===== src/rtl/cache_pkg.sv =====
// cache_pkg
// Shared definitions for the cache data-bank datapath: the line geometry,
// the line-reader state encoding and the helper that locates one
// (bank, way) word inside the flattened bank read-data bus.
// No ports (package).
package cache_pkg;

  localparam int SET_W  = 8;   // set index width (256 sets)
  localparam int WAYS   = 4;   // associativity, width of the way one-hot
  localparam int BANKS  = 4;   // banks per line, one word per bank
  localparam int DATA_W = 32;  // word width

  typedef enum logic [1:0] {
    IDLE = 2'd0,
    READ = 2'd1,
    SEND = 2'd2
  } reader_state_t;

  // LSB position of bank b, way w inside the flattened bank read-data bus.
  function automatic int bank_word_lsb(input int bank, input int way,
                                       input int ways, input int data_w);
    return (bank * ways + way) * data_w;
  endfunction

endpackage


===== src/rtl/line_way_select.sv =====
// line_way_select
// Combinational per-bank AND-OR way mux. For every bank it ORs together the
// words of all ways whose bit is set in 'way'. A one-hot 'way' gives a plain
// mux; zero gives an all-zero line; multi-hot gives the OR of the ways.
// Ports:
//   way        in  WAYS               way select (normally one-hot)
//   bank_data  in  BANKS*WAYS*DATA_W  flattened bank read data
//   line       out BANKS*DATA_W       selected line, bank 0 in the low word
module line_way_select #(
  parameter int WAYS   = cache_pkg::WAYS,
  parameter int BANKS  = cache_pkg::BANKS,
  parameter int DATA_W = cache_pkg::DATA_W
) (
  input  logic [WAYS-1:0]              way,
  input  logic [BANKS*WAYS*DATA_W-1:0] bank_data,
  output logic [BANKS*DATA_W-1:0]      line
);
  import cache_pkg::*;

  always_comb begin
    line = '0;
    for (int b = 0; b < BANKS; b++) begin
      for (int w = 0; w < WAYS; w++) begin
        if (way[w]) begin
          line[b*DATA_W +: DATA_W] = line[b*DATA_W +: DATA_W]
                                   | bank_data[bank_word_lsb(b, w, WAYS, DATA_W) +: DATA_W];
        end
      end
    end
  end

endmodule


===== src/rtl/data_bank_line_reader.sv =====
// data_bank_line_reader
// Read-side initiator for the cache data banks. Takes a (set, way) line-read
// request, drives the shared bank read set, captures the selected way's line
// one cycle later and streams it word by word on a valid/ready channel.
// Optional: define DATA_BANK_READER_STALL_CNT_EN to add perf_stall_cnt, a
// saturating count of cycles with out_valid && !out_ready.
// Ports:
//   clock, reset (async, active-low)
//   req_valid/req_ready/req_set/req_way   line-read request
//   bank_r_set  out  read set to all banks (1-cycle bank read latency)
//   bank_r_data in   flattened bank data, bank b way w at (b*WAYS+w)*DATA_W
//   out_valid/out_ready/out_data/out_idx/out_last   beat stream
//   busy        out  reader not idle
//   perf_stall_cnt out [15:0] (only with the macro defined)
module data_bank_line_reader #(
  parameter int SET_W  = cache_pkg::SET_W,
  parameter int WAYS   = cache_pkg::WAYS,
  parameter int BANKS  = cache_pkg::BANKS,
  parameter int DATA_W = cache_pkg::DATA_W,
  localparam int IDX_W = (BANKS > 1) ? $clog2(BANKS) : 1
) (
  input  logic                         clock,
  input  logic                         reset,
  input  logic                         req_valid,
  output logic                         req_ready,
  input  logic [SET_W-1:0]             req_set,
  input  logic [WAYS-1:0]              req_way,
  output logic [SET_W-1:0]             bank_r_set,
  input  logic [BANKS*WAYS*DATA_W-1:0] bank_r_data,
  output logic                         out_valid,
  input  logic                         out_ready,
  output logic [DATA_W-1:0]            out_data,
  output logic [IDX_W-1:0]             out_idx,
  output logic                         out_last,
`ifdef DATA_BANK_READER_STALL_CNT_EN
  output logic [15:0]                  perf_stall_cnt,
`endif
  output logic                         busy
);
  import cache_pkg::*;

  localparam logic [IDX_W-1:0] LAST_IDX = IDX_W'(BANKS - 1);

  reader_state_t     state, next_state;
  logic [SET_W-1:0]  set_reg;
  logic [WAYS-1:0]   way_reg;
  logic [DATA_W-1:0] buffer [BANKS];
  logic [IDX_W-1:0]  cnt;
  logic [BANKS*DATA_W-1:0] line;
  logic              at_last;

  assign at_last = (cnt == LAST_IDX);

  // Way mux works on the latched way so the capture in READ is independent
  // of whatever the requester drives after the handshake.
  line_way_select #(
    .WAYS  (WAYS),
    .BANKS (BANKS),
    .DATA_W(DATA_W)
  ) u_way_select (
    .way      (way_reg),
    .bank_data(bank_r_data),
    .line     (line)
  );

  // State register
  always_ff @(posedge clock or negedge reset) begin
    if (!reset) begin
      state <= IDLE;
    end else begin
      state <= next_state;
    end
  end

  // Next-state logic
  always_comb begin
    next_state = state;
    case (state)
      IDLE:    if (req_valid) next_state = READ;
      READ:    next_state = SEND;
      SEND:    if (out_ready && at_last) next_state = IDLE;
      default: next_state = IDLE;
    endcase
  end

  // Outputs. In IDLE the request set goes straight to the banks so the read
  // overlaps the handshake cycle; otherwise the latched set keeps the bank
  // inputs quiet.
  always_comb begin
    req_ready  = (state == IDLE);
    busy       = (state != IDLE);
    bank_r_set = (state == IDLE) ? req_set : set_reg;
    out_valid  = (state == SEND);
    out_data   = (state == SEND) ? buffer[cnt] : '0;
    out_idx    = (state == SEND) ? cnt : '0;
    out_last   = (state == SEND) && at_last;
  end

  // Request latch, line capture and beat counter. The buffer freezes the line
  // at capture so later bank writes cannot leak into a transfer in progress.
  always_ff @(posedge clock or negedge reset) begin
    if (!reset) begin
      set_reg <= '0;
      way_reg <= '0;
      cnt     <= '0;
      for (int b = 0; b < BANKS; b++) begin
        buffer[b] <= '0;
      end
    end else begin
      case (state)
        IDLE: begin
          if (req_valid) begin
            set_reg <= req_set;
            way_reg <= req_way;
          end
        end
        READ: begin
          cnt <= '0;
          for (int b = 0; b < BANKS; b++) begin
            buffer[b] <= line[b*DATA_W +: DATA_W];
          end
        end
        SEND: begin
          if (out_ready && !at_last) begin
            cnt <= cnt + 1'b1;
          end
        end
        default: ;
      endcase
    end
  end

`ifdef DATA_BANK_READER_STALL_CNT_EN
  // Saturating stall counter, cleared only by reset.
  always_ff @(posedge clock or negedge reset) begin
    if (!reset) begin
      perf_stall_cnt <= '0;
    end else if (out_valid && !out_ready && (perf_stall_cnt != 16'hFFFF)) begin
      perf_stall_cnt <= perf_stall_cnt + 16'd1;
    end
  end
`endif

endmodule

===== config.mk =====
export PLATFORM = sky130hd
export DESIGN_NAME = data_bank_line_reader
export DESIGN_NICKNAME = d
export VERILOG_FILES = /design/src/rtl/cache_pkg.sv /design/src/rtl/line_way_select.sv /design/src/rtl/data_bank_line_reader.sv
export SDC_FILE = /design/constraint.sdc
export NUM_CORES = 1
export LEC_CHECK = 0
export ABC_AREA = 1
export CAP_MARGIN = 20
export CORE_AREA = 5 5 219 221
export CTS_BUF_LIST = sky130_fd_sc_hd__clkbuf_4 sky130_fd_sc_hd__clkbuf_8
export DETAILED_ROUTE_END_ITERATION = 10
export DIE_AREA = 0 0 224 226
export HOLD_SLACK_MARGIN = 0.12
export PLACE_DENSITY = 0.61
export SYNTH_ARGS = -nofsm -noshare
export SYNTH_HDL_FRONTEND = slang
export SYNTH_HIERARCHICAL = 1
export SYNTH_SLANG_ARGS = --single-unit

===== constraint.sdc =====
create_clock -name clock -period 2.5 [get_ports clock]
set_input_delay 0.5 -clock clock [delete_from_list [all_inputs] [get_ports clock]]
set_output_delay 0.5 -clock clock [all_outputs]
set_load 0.01 [all_outputs]

Word-level counts from Yosys, hierarchy flattened
Cells that the tools add are included.
W data, S select, Z words.
- output and inout port bits: 46
- input bits: 528
- bits in registers: 144
- logic and storage cells: 66
- reduce and logical (&&, ||, !) cells: 10
- bitwise operators: 13
- magnitude comparators: 1
- equality and inequality tests: 6
- mux-type cells: 27
- $add $sub $neg: 1
- operators by type and width (cell ; count):
    $mux W32 ; 19
    $or A32 B32 Y32 ; 12
    $bmux W32 S2 ; 1
    $mux W2 ; 4
    $mux W8 ; 1
    $pmux W2 S3 ; 1
    $reduce_and A2 Y1 ; 3
    $eq A2 B2 Y1 const B ; 2
    $ne A2 B1 Y1 const B ; 2
    $pmux W2 S2 ; 1
    $reduce_bool A2 Y1 ; 2
    $ge A3 B3 Y1 const B ; 1
    $logic_and A1 B1 Y1 ; 3
    $not A2 Y3 ; 1
    $add A2 B1 Y2 const B ; 1
    $eq A2 B1 Y1 const B ; 1
    $logic_not A2 Y1 ; 1
    $ne A2 B2 Y1 const B ; 1
    $logic_not A1 Y1 ; 1

Depth between registers and ports, before layout
Gate-level depths: netlist (run 1).
- depth after elaboration: 7
- mapped depth: 8
- gate-level depth less buffers: 6

Hierarchy
The synthesis (run 1) kept the hierarchy.
- modules (own cells, without submodules) (module ; instances ; cells an instance ; seq. area each (um2) ; area each (um2)):
    data_bank_line_reader ; 1 ; 886 ; 3603.5 ; 6762.7
    line_way_select ; 1 ; 1208 ; 0.0 ; 4895.9

Least setup slack after synthesis (run 1)
OpenSTA, ideal clock, no wires.
- path kind: flip-flop to output port
- from: register state[0]
- to: output bank_r_set[0]
- path slack: 0.742 ns
- arrival: 1.258 ns
- required time: 2.000 ns
- buffers on the path: 1
- cell stages (with the launch flop): 5
- cells stage by stage: dfrtp_1 -> nor2_1 -> inv_2 -> buf_2 -> o21ai_0
- cells in the longest elaborated chain, start to end: 2
- RTL lines (what ; RTL line ; text):
    start, declared ; data_bank_line_reader.sv:44 ; reader_state_t state, next_state;
    start signal, assigned ; data_bank_line_reader.sv:71 ; state <= next_state;
    $logic_not A2 Y1 ; -- ;
    named net req_ready ; data_bank_line_reader.sv:25 ; output logic req_ready,
    $mux W8 ; data_bank_line_reader.sv:92 ; bank_r_set = (state == IDLE) ? req_set : set_reg;
    end, declared ; data_bank_line_reader.sv:28 ; output logic [SET_W-1:0] bank_r_set,
The timed path passes the listed nets, and every way through them passes these cells.

Final worst setup path (run 1)
- from: register cnt[0]
- to: output out_data[8]
- cells in the longest elaborated chain, start to end: 5
- RTL lines (what ; RTL line ; text):
    start, declared ; data_bank_line_reader.sv:48 ; logic [IDX_W-1:0] cnt;
    start signal, assigned ; data_bank_line_reader.sv:125 ; cnt <= cnt + 1'b1;
    $not A2 Y3 (not written as such) ; data_bank_line_reader.sv:94 ; out_data = (state == SEND) ? buffer[cnt] : '0;
    $bmux W32 S2 ; data_bank_line_reader.sv:94 ;
    $mux W32 (not written as such) (2 in series) ; data_bank_line_reader.sv:94 ;
    $mux W32 ; data_bank_line_reader.sv:94 ;
    end, declared ; data_bank_line_reader.sv:32 ; output logic [DATA_W-1:0] out_data,
Every way passes these cells. The select of a mux whose other input is x is not followed.

==> results of run 1 <==
==> power breakdown <==
part / total, mW / switching, mW / internal [mW]
clock network: 2.08 / 1.05 / 1.03
logic: 11.0 / 6.96 / 4.08
registers: 4.01 / 0.549 / 3.47
total: 17.1 / 8.56 / 8.58
==> cells in the mapped netlist, drive strengths merged <==
library cell,count
buf,103
o21ai,17
inv,400
clkbuf,8
nand2,1060
a21oi,160
nor3,1
dfrtp,144
ha,1
nor2,133
nand3,67
==> worst register-to-register path, cell delays in order, from the launching register on <==
cell,delay (ns)
dfrtp_4,0.76
buf_4,0.46
nand2_1,0.20
nand2_1,0.11
inv_1,0.04
nand2_1,0.05
nor2_1,0.04
a21oi_1,0.10
==> cell type report <==
type | instances | share of cell area, %
Inverter | 400 | 8.25
Clock buffer | 18 | 1.35
Timing Repair Buffer | 619 | 33.8
Sequential cell | 144 | 19.7
Multi-Input combinational cell | 1439 | 31.8
Tap cell | 607 | 4.13
Antenna cell | 2 | 0.0272
Clock inverter | 14 | 0.946
==> per-layer routing <==
metal  vias to the layer above  wire, um  global-route usage (%)
met5                         -         0                       0
met4                         0      1590                    6.52
met3                        70      3500                    3.96
met2                       496     24800                    32.6
met1                      6264     22500                    25.5
li1                       7097         -                       -
==> through the flow <==
stage | setup slack (ns) | power (mW)
finish | 0.0585 | 17.1
global route | -0.0523 | 18.8
CTS | -0.0837 | 17.3
detailed placement | 0.123 | 15.1
global placement | 0.158 | 15.0
floorplan | 0.742 | 10.9
==> path summary, 6_finish.rpt <==
| check | start | end | slack, ns | cells past startpoint |
|---|---|---|---|---|
| max | cnt[0] | out_data[8] | 0.06 | 7 |
| max in group asynchronous | reset | buffer[14] | 1.27 | 3 |
| min | set_reg[6] | set_reg[6] | 0.50 | 2 |
| max reg2reg | way_reg[1] | buffer[15] | 0.70 | 7 |
| min reg2reg | set_reg[6] | set_reg[6] | 0.50 | 2 |
| min in group asynchronous | reset | set_reg[7] | 0.55 | 2 |
==> timing repair <==
action | in CTS | in global routing
resized for setup | 102 | 49
hold buffers | 1 | 0
gates cloned | 1 | 1
endpoints found under the setup margin | 43 | 37
hold endpoints to repair | 43 | 0
setup buffers | 2 | 3
pin swaps | 0 | 1
==> logic make-up after synthesis <==
| group | count (synthesis) |
|---|---|
| and+or+nand+nor | 1261 |
| buffers and inverters | 511 |
| DFF | 144 |
| adders and majority gates | 1 |
| AOI/OAI and AO/OA | 177 |
==> qor.yml, run 1 <==
timing:
  fmax_ghz: 0.410
  fin_skew_ns: 0.0207
  slew_violations: 0
  fin_crit_ns: 2.44
  holdWs_ns: 0.501
  tightest_slew_ns: 0.545
  relSlewSlack_pct: 63.7
  finalSetupViolations: 0
  finalHoldViolations: 0
  min_period_over_period_pct: 97.7
  rsz0062_at_grt: "yes"
  tns_ns: 0
floorplan:
  num_rows: 79
  io_pins: 574
  die_w_um: 224
  die_h_um: 226
  dieArea_sq_um: 50600
  core_sq_um: 46000
  start_util_pct: 25.4
outcome:
  status: "finished clean"
final_layout:
  n_fill_cell: 4984
  final_cell_mix: "1038 x nand2_1, 531 x clkdlybuf4s50_1, 396 x inv_1"
  regArea_sq_um: 3630
  final_common_cell: "nand2_1"
  largest_reg_flops: 128
  finalInstanceArea_sq_um: 18400
  drive_above_1_share_pct: 5.88
  syn_to_final_growth_pct: 57.7
  nNetsFinal: 3150
  multiInputGateArea_sq_um: 5840
  fin_util_pct: 40.0
  instances_no_fill: 3243
yosys:
  yosys.area_share.xor_xnor_pct: 0
  yosys.area_share.simple_pct: 41.8
  yosys.area_share.adder_pct: 0.107
  synth_warnings: 6
  syn_inst: 2094
  synth.area.mux_share_pct: 0
  synth_top_area_share_pct: 33.5
  synth_compound_area_share_pct: 7.60
  synth.yosys.seq_area_share_pct: 30.9
  netlist_top_cells_area: "nand2_1 33%, dfrtp_1 31%, inv_1 13%, a21oi_1 6.9%, nor2_1 4.3%"
  ys_types: 16
  synth_fp_nets: 2623
  yosys_register_bits: 144
  avgSynthCellArea_sq_um: 5.57
  synth_top_family_by_area: "simple AND/OR/NAND/NOR gates"
  yosysTopAreaCell: "nand2_1"
  syn_area_sq_um: 11700
detailed_routing:
  dr.pass1.iters: 5
  routed_wl_um: 52400
  drcViolationCount: 0
  ant_nets: 0
  wire_per_inst_um: 16.2
  num_vias: 13927
  vias_per_cell: 4.29
  drtIter0Drc: 911
clocking:
  tritoncts: "done"
  cts.sinks: 144
  clk-insertion-delay-late_ns: 0.46
  root_buffer: "clkbuf_8"
  path_clk_slew_ns: 0.09
  numCtsBuffers: 17
  htree_levels: 4
  cts_buffer_depth: 2
placed_design:
  buffer_ports.inserted: 573
  gp_congestion: 0.889
  dp.cells: 3201
  hpwl_um: 41200
  place_area_sq_um: 17900
global_route:
  grt_pass1_vias: 13817
  grt_max_degree: 70
  antenna_found_initial: 1
  grt_overflow: 0
  grt_pass1_wl_um: 77800
  grt.total_usage_pct: 19.6
critical_path:
  slowest_stage: "dfrtp_4"
  cp_data_arrival_time_ns: 1.94
  critPathLaunchType: "register"
  crit_chain: "buf_6, clkinv_8, clkbuf_16, nand2_1, nand3_1, a21oi_2, clkdlybuf4s15_2"
  crit_path_end_kind: "output port"
  cp.required_ns: 2.00
  crit_family: "buffers and inverters"
  critPathBufInv: 4
  worstPathMaxFanout: 19
  critPathMaxStageDelay_ns: 0.48
  path_class: "register to output port"
flow_run:
  drv_cap: 0
worst_hold_path:
  hp-class: "register to register"
power_and_ir_drop:
  power_density_nw_per_um2: 932
  peakVddDrop_v: 0.000386
  power.leakage_nw: 9.94
Power figures use the tool's default switching activity.
==> run 2: changes to the inputs <==
Settings changed: CORE_AREA 5 5 219 221 to 5 5 220 222, DIE_AREA 0 0 224 226 to 0 0 225 227.
==> qor.yml, run 2 (same netlist as run 1, synthesis figures left out) <==
critical_path:
  crit_path_end_kind: "output port"
  path_class: "register to output port"
  critPathMaxStageDelay_ns: 0.52  # +0.04 ns
  cp.required_ns: 2.00  # about the same
  critPathBufInv: 3  # -1
  critPathLaunchType: "register"
  crit_chain: "buf_12, bufbuf_16, nand2_1, nand3_1, a21oi_1, clkdlybuf4s15_2"
  cp_data_arrival_time_ns: 1.94  # about the same
  crit_family: "buffers and inverters"
  worstPathMaxFanout: 16  # -3
  slowest_stage: "dfrtp_4"
detailed_routing:
  routed_wl_um: 52300  # -0.24%
  drcViolationCount: 0  # unchanged
  vias_per_cell: 4.28  # -0.33%
  drtIter0Drc: 681  # -25%
  dr.pass1.iters: 6  # +1
  ant_nets: 0  # unchanged
  wire_per_inst_um: 16.2  # +0.16%
  num_vias: 13825  # -0.73%
power_and_ir_drop:
  power_frac_clock_pct: 12.0  # about the same
  power.leakage_nw: 9.92  # -0.23%
  power_density_nw_per_um2: 924  # -0.91%
  peakVddDrop_v: 0.000482  # +25%
  seqPwrFrac_pct: 23.7  # +0.3 points
  power.switching_mw: 8.46  # -1.2%
  switching_share_pct: 50.1  # +0.16 points
  p_comb_share_pct: 64.3  # about the same
  cellInternalPower_mw: 8.42  # -1.8%
timing:
  tns_ns: 0  # unchanged
  rsz0062_at_grt: "no"
  fmax_ghz: 0.410  # +0.11%
  slew_violations: 0  # unchanged
  tightest_slew_ns: 0.668  # +0.123 ns
  min_period_over_period_pct: 97.5  # -0.11 points
  fin_skew_ns: 0.0176  # -0.00311 ns
  finalHoldViolations: 0  # unchanged
  finalSetupViolations: 0  # unchanged
  fin_crit_ns: 2.44  # -0.00279 ns
  holdWs_ns: 0.503  # +0.00117 ns
  relSlewSlack_pct: 55.3  # -8.3 points
flow_run:
  drv_cap: 0  # unchanged
final_layout:
  largest_reg_flops: 128  # unchanged
  final_cell_mix: "1038 x nand2_1, 529 x clkdlybuf4s50_1, 397 x inv_1"
  syn_to_final_growth_pct: 56.7
  final_common_cell: "nand2_1"
  instances_no_fill: 3230  # -0.40%
  regArea_sq_um: 3620  # about the same
  finalInstanceArea_sq_um: 18300  # -0.59%
  nNetsFinal: 3137  # -0.41%
  n_fill_cell: 5027  # +0.86%
  drive_above_1_share_pct: 4.92  # -0.96 points
  multiInputGateArea_sq_um: 5800  # -0.60%
global_route:
  grt_overflow: 0  # unchanged
  grt_max_degree: 84  # +20%
  grt_pass1_vias: 13815  # -0.014%
  grt.total_usage_pct: 19.5  # -0.067 points
  antenna_found_initial: 2  # +1
  grt_pass1_wl_um: 77700  # about the same
floorplan:
  die_h_um: 227  # +0.44%
  dieArea_sq_um: 51100  # +0.89%
  start_util_pct: 25.3  # -0.11 points
  core_sq_um: 46200  # +0.43%
  die_w_um: 225  # +0.45%
  num_rows: 79  # unchanged
  io_pins: 574  # unchanged
placed_design:
  place_area_sq_um: 17800  # -0.57%
  hpwl_um: 41100  # -0.38%
  gp_congestion: 0.917  # +3.1%
  buffer_ports.inserted: 573  # unchanged
  dp.cells: 3189  # -0.37%
clocking:
  root_buffer: "clkbuf_8"
  htree_levels: 4  # unchanged
  clk-insertion-delay-late_ns: 0.45  # about the same
  numCtsBuffers: 17  # unchanged
  cts_buffer_depth: 2  # unchanged
  path_clk_slew_ns: 0.10  # about the same
  tritoncts: "done"
  cts.sinks: 144  # unchanged
outcome:
  status: "finished clean"
worst_hold_path:
  hp-class: "input port to asynchronous set/reset pin"
==> run 2: final cells by class <==
| type | count | area share, % |
|---|---|---|
| inverter | 400 | 8.30 |
| antenna | 2 | 0.0274 |
| tap | 607 | 4.16 |
| sequential | 144 | 19.8 |
| multi-input combinational | 1439 | 31.8 |
| timing repair buffer | 606 | 33.6 |
| clock buffer | 18 | 1.36 |
| clock inverter | 14 | 0.917 |
==> run 2: timing repair <==
action	in CTS	in global routing
hold buffers	1	0
setup endpoints to repair	43	22
gates cloned	3	0
resized for setup	104	29
pin swaps	7	1
buffers inserted	3	0
hold endpoints to repair	32	0
==> run 2: metrics by stage <==
step | power, mW | worst slack [ns] | utilization (%)
2_1_floorplan | 10.9 | 0.742 | -
3_3_place_gp | 14.9 | 0.128 | 38.5
3_5_place_dp | 14.9 | 0.136 | 38.5
4_1_cts | 17.2 | 0.00313 | 39.7
5_1_grt | 18.6 | 0.000490 | 39.6
6_report | 16.9 | 0.0613 | 39.6
==> run 2: path summary, 6_finish.rpt <==
path                       slack (ns)  cells after the start        from            to
min in group clock               0.51                      2  set_reg[3]    set_reg[3]
max in group asynchronous        1.28                      3       reset     buffer[3]
setup reg to reg                 0.53                      7  way_reg[1]    buffer[22]
setup / recovery                 0.06                      6      cnt[0]  out_data[27]
hold / removal                   0.50                      2       reset    set_reg[3]
hold reg to reg                  0.51                      2  set_reg[3]    set_reg[3]
==> run 2: power by group through the flow <==
stage / logic, mW / registers, mW / clock network (mW)
4_1_cts: 11.1 / 4.01 / 2.10
3_3_place_gp: 10.8 / 4.03 / 0
2_1_floorplan: 7.16 / 3.73 / 0
3_5_place_dp: 10.9 / 4.05 / 0
5_1_grt: 12.3 / 4.14 / 2.17
6_report: 10.9 / 4.00 / 2.03
==> run 2: per-layer routing <==
layer  vias to the layer above  GRT usage (%)  wire length, um
met5                         -              0                0
met4                         0           5.21             1200
met3                        52           3.70             3340
met2                       486           34.1            25700
met1                      6217           24.9            22000
li1                       7070              -                -
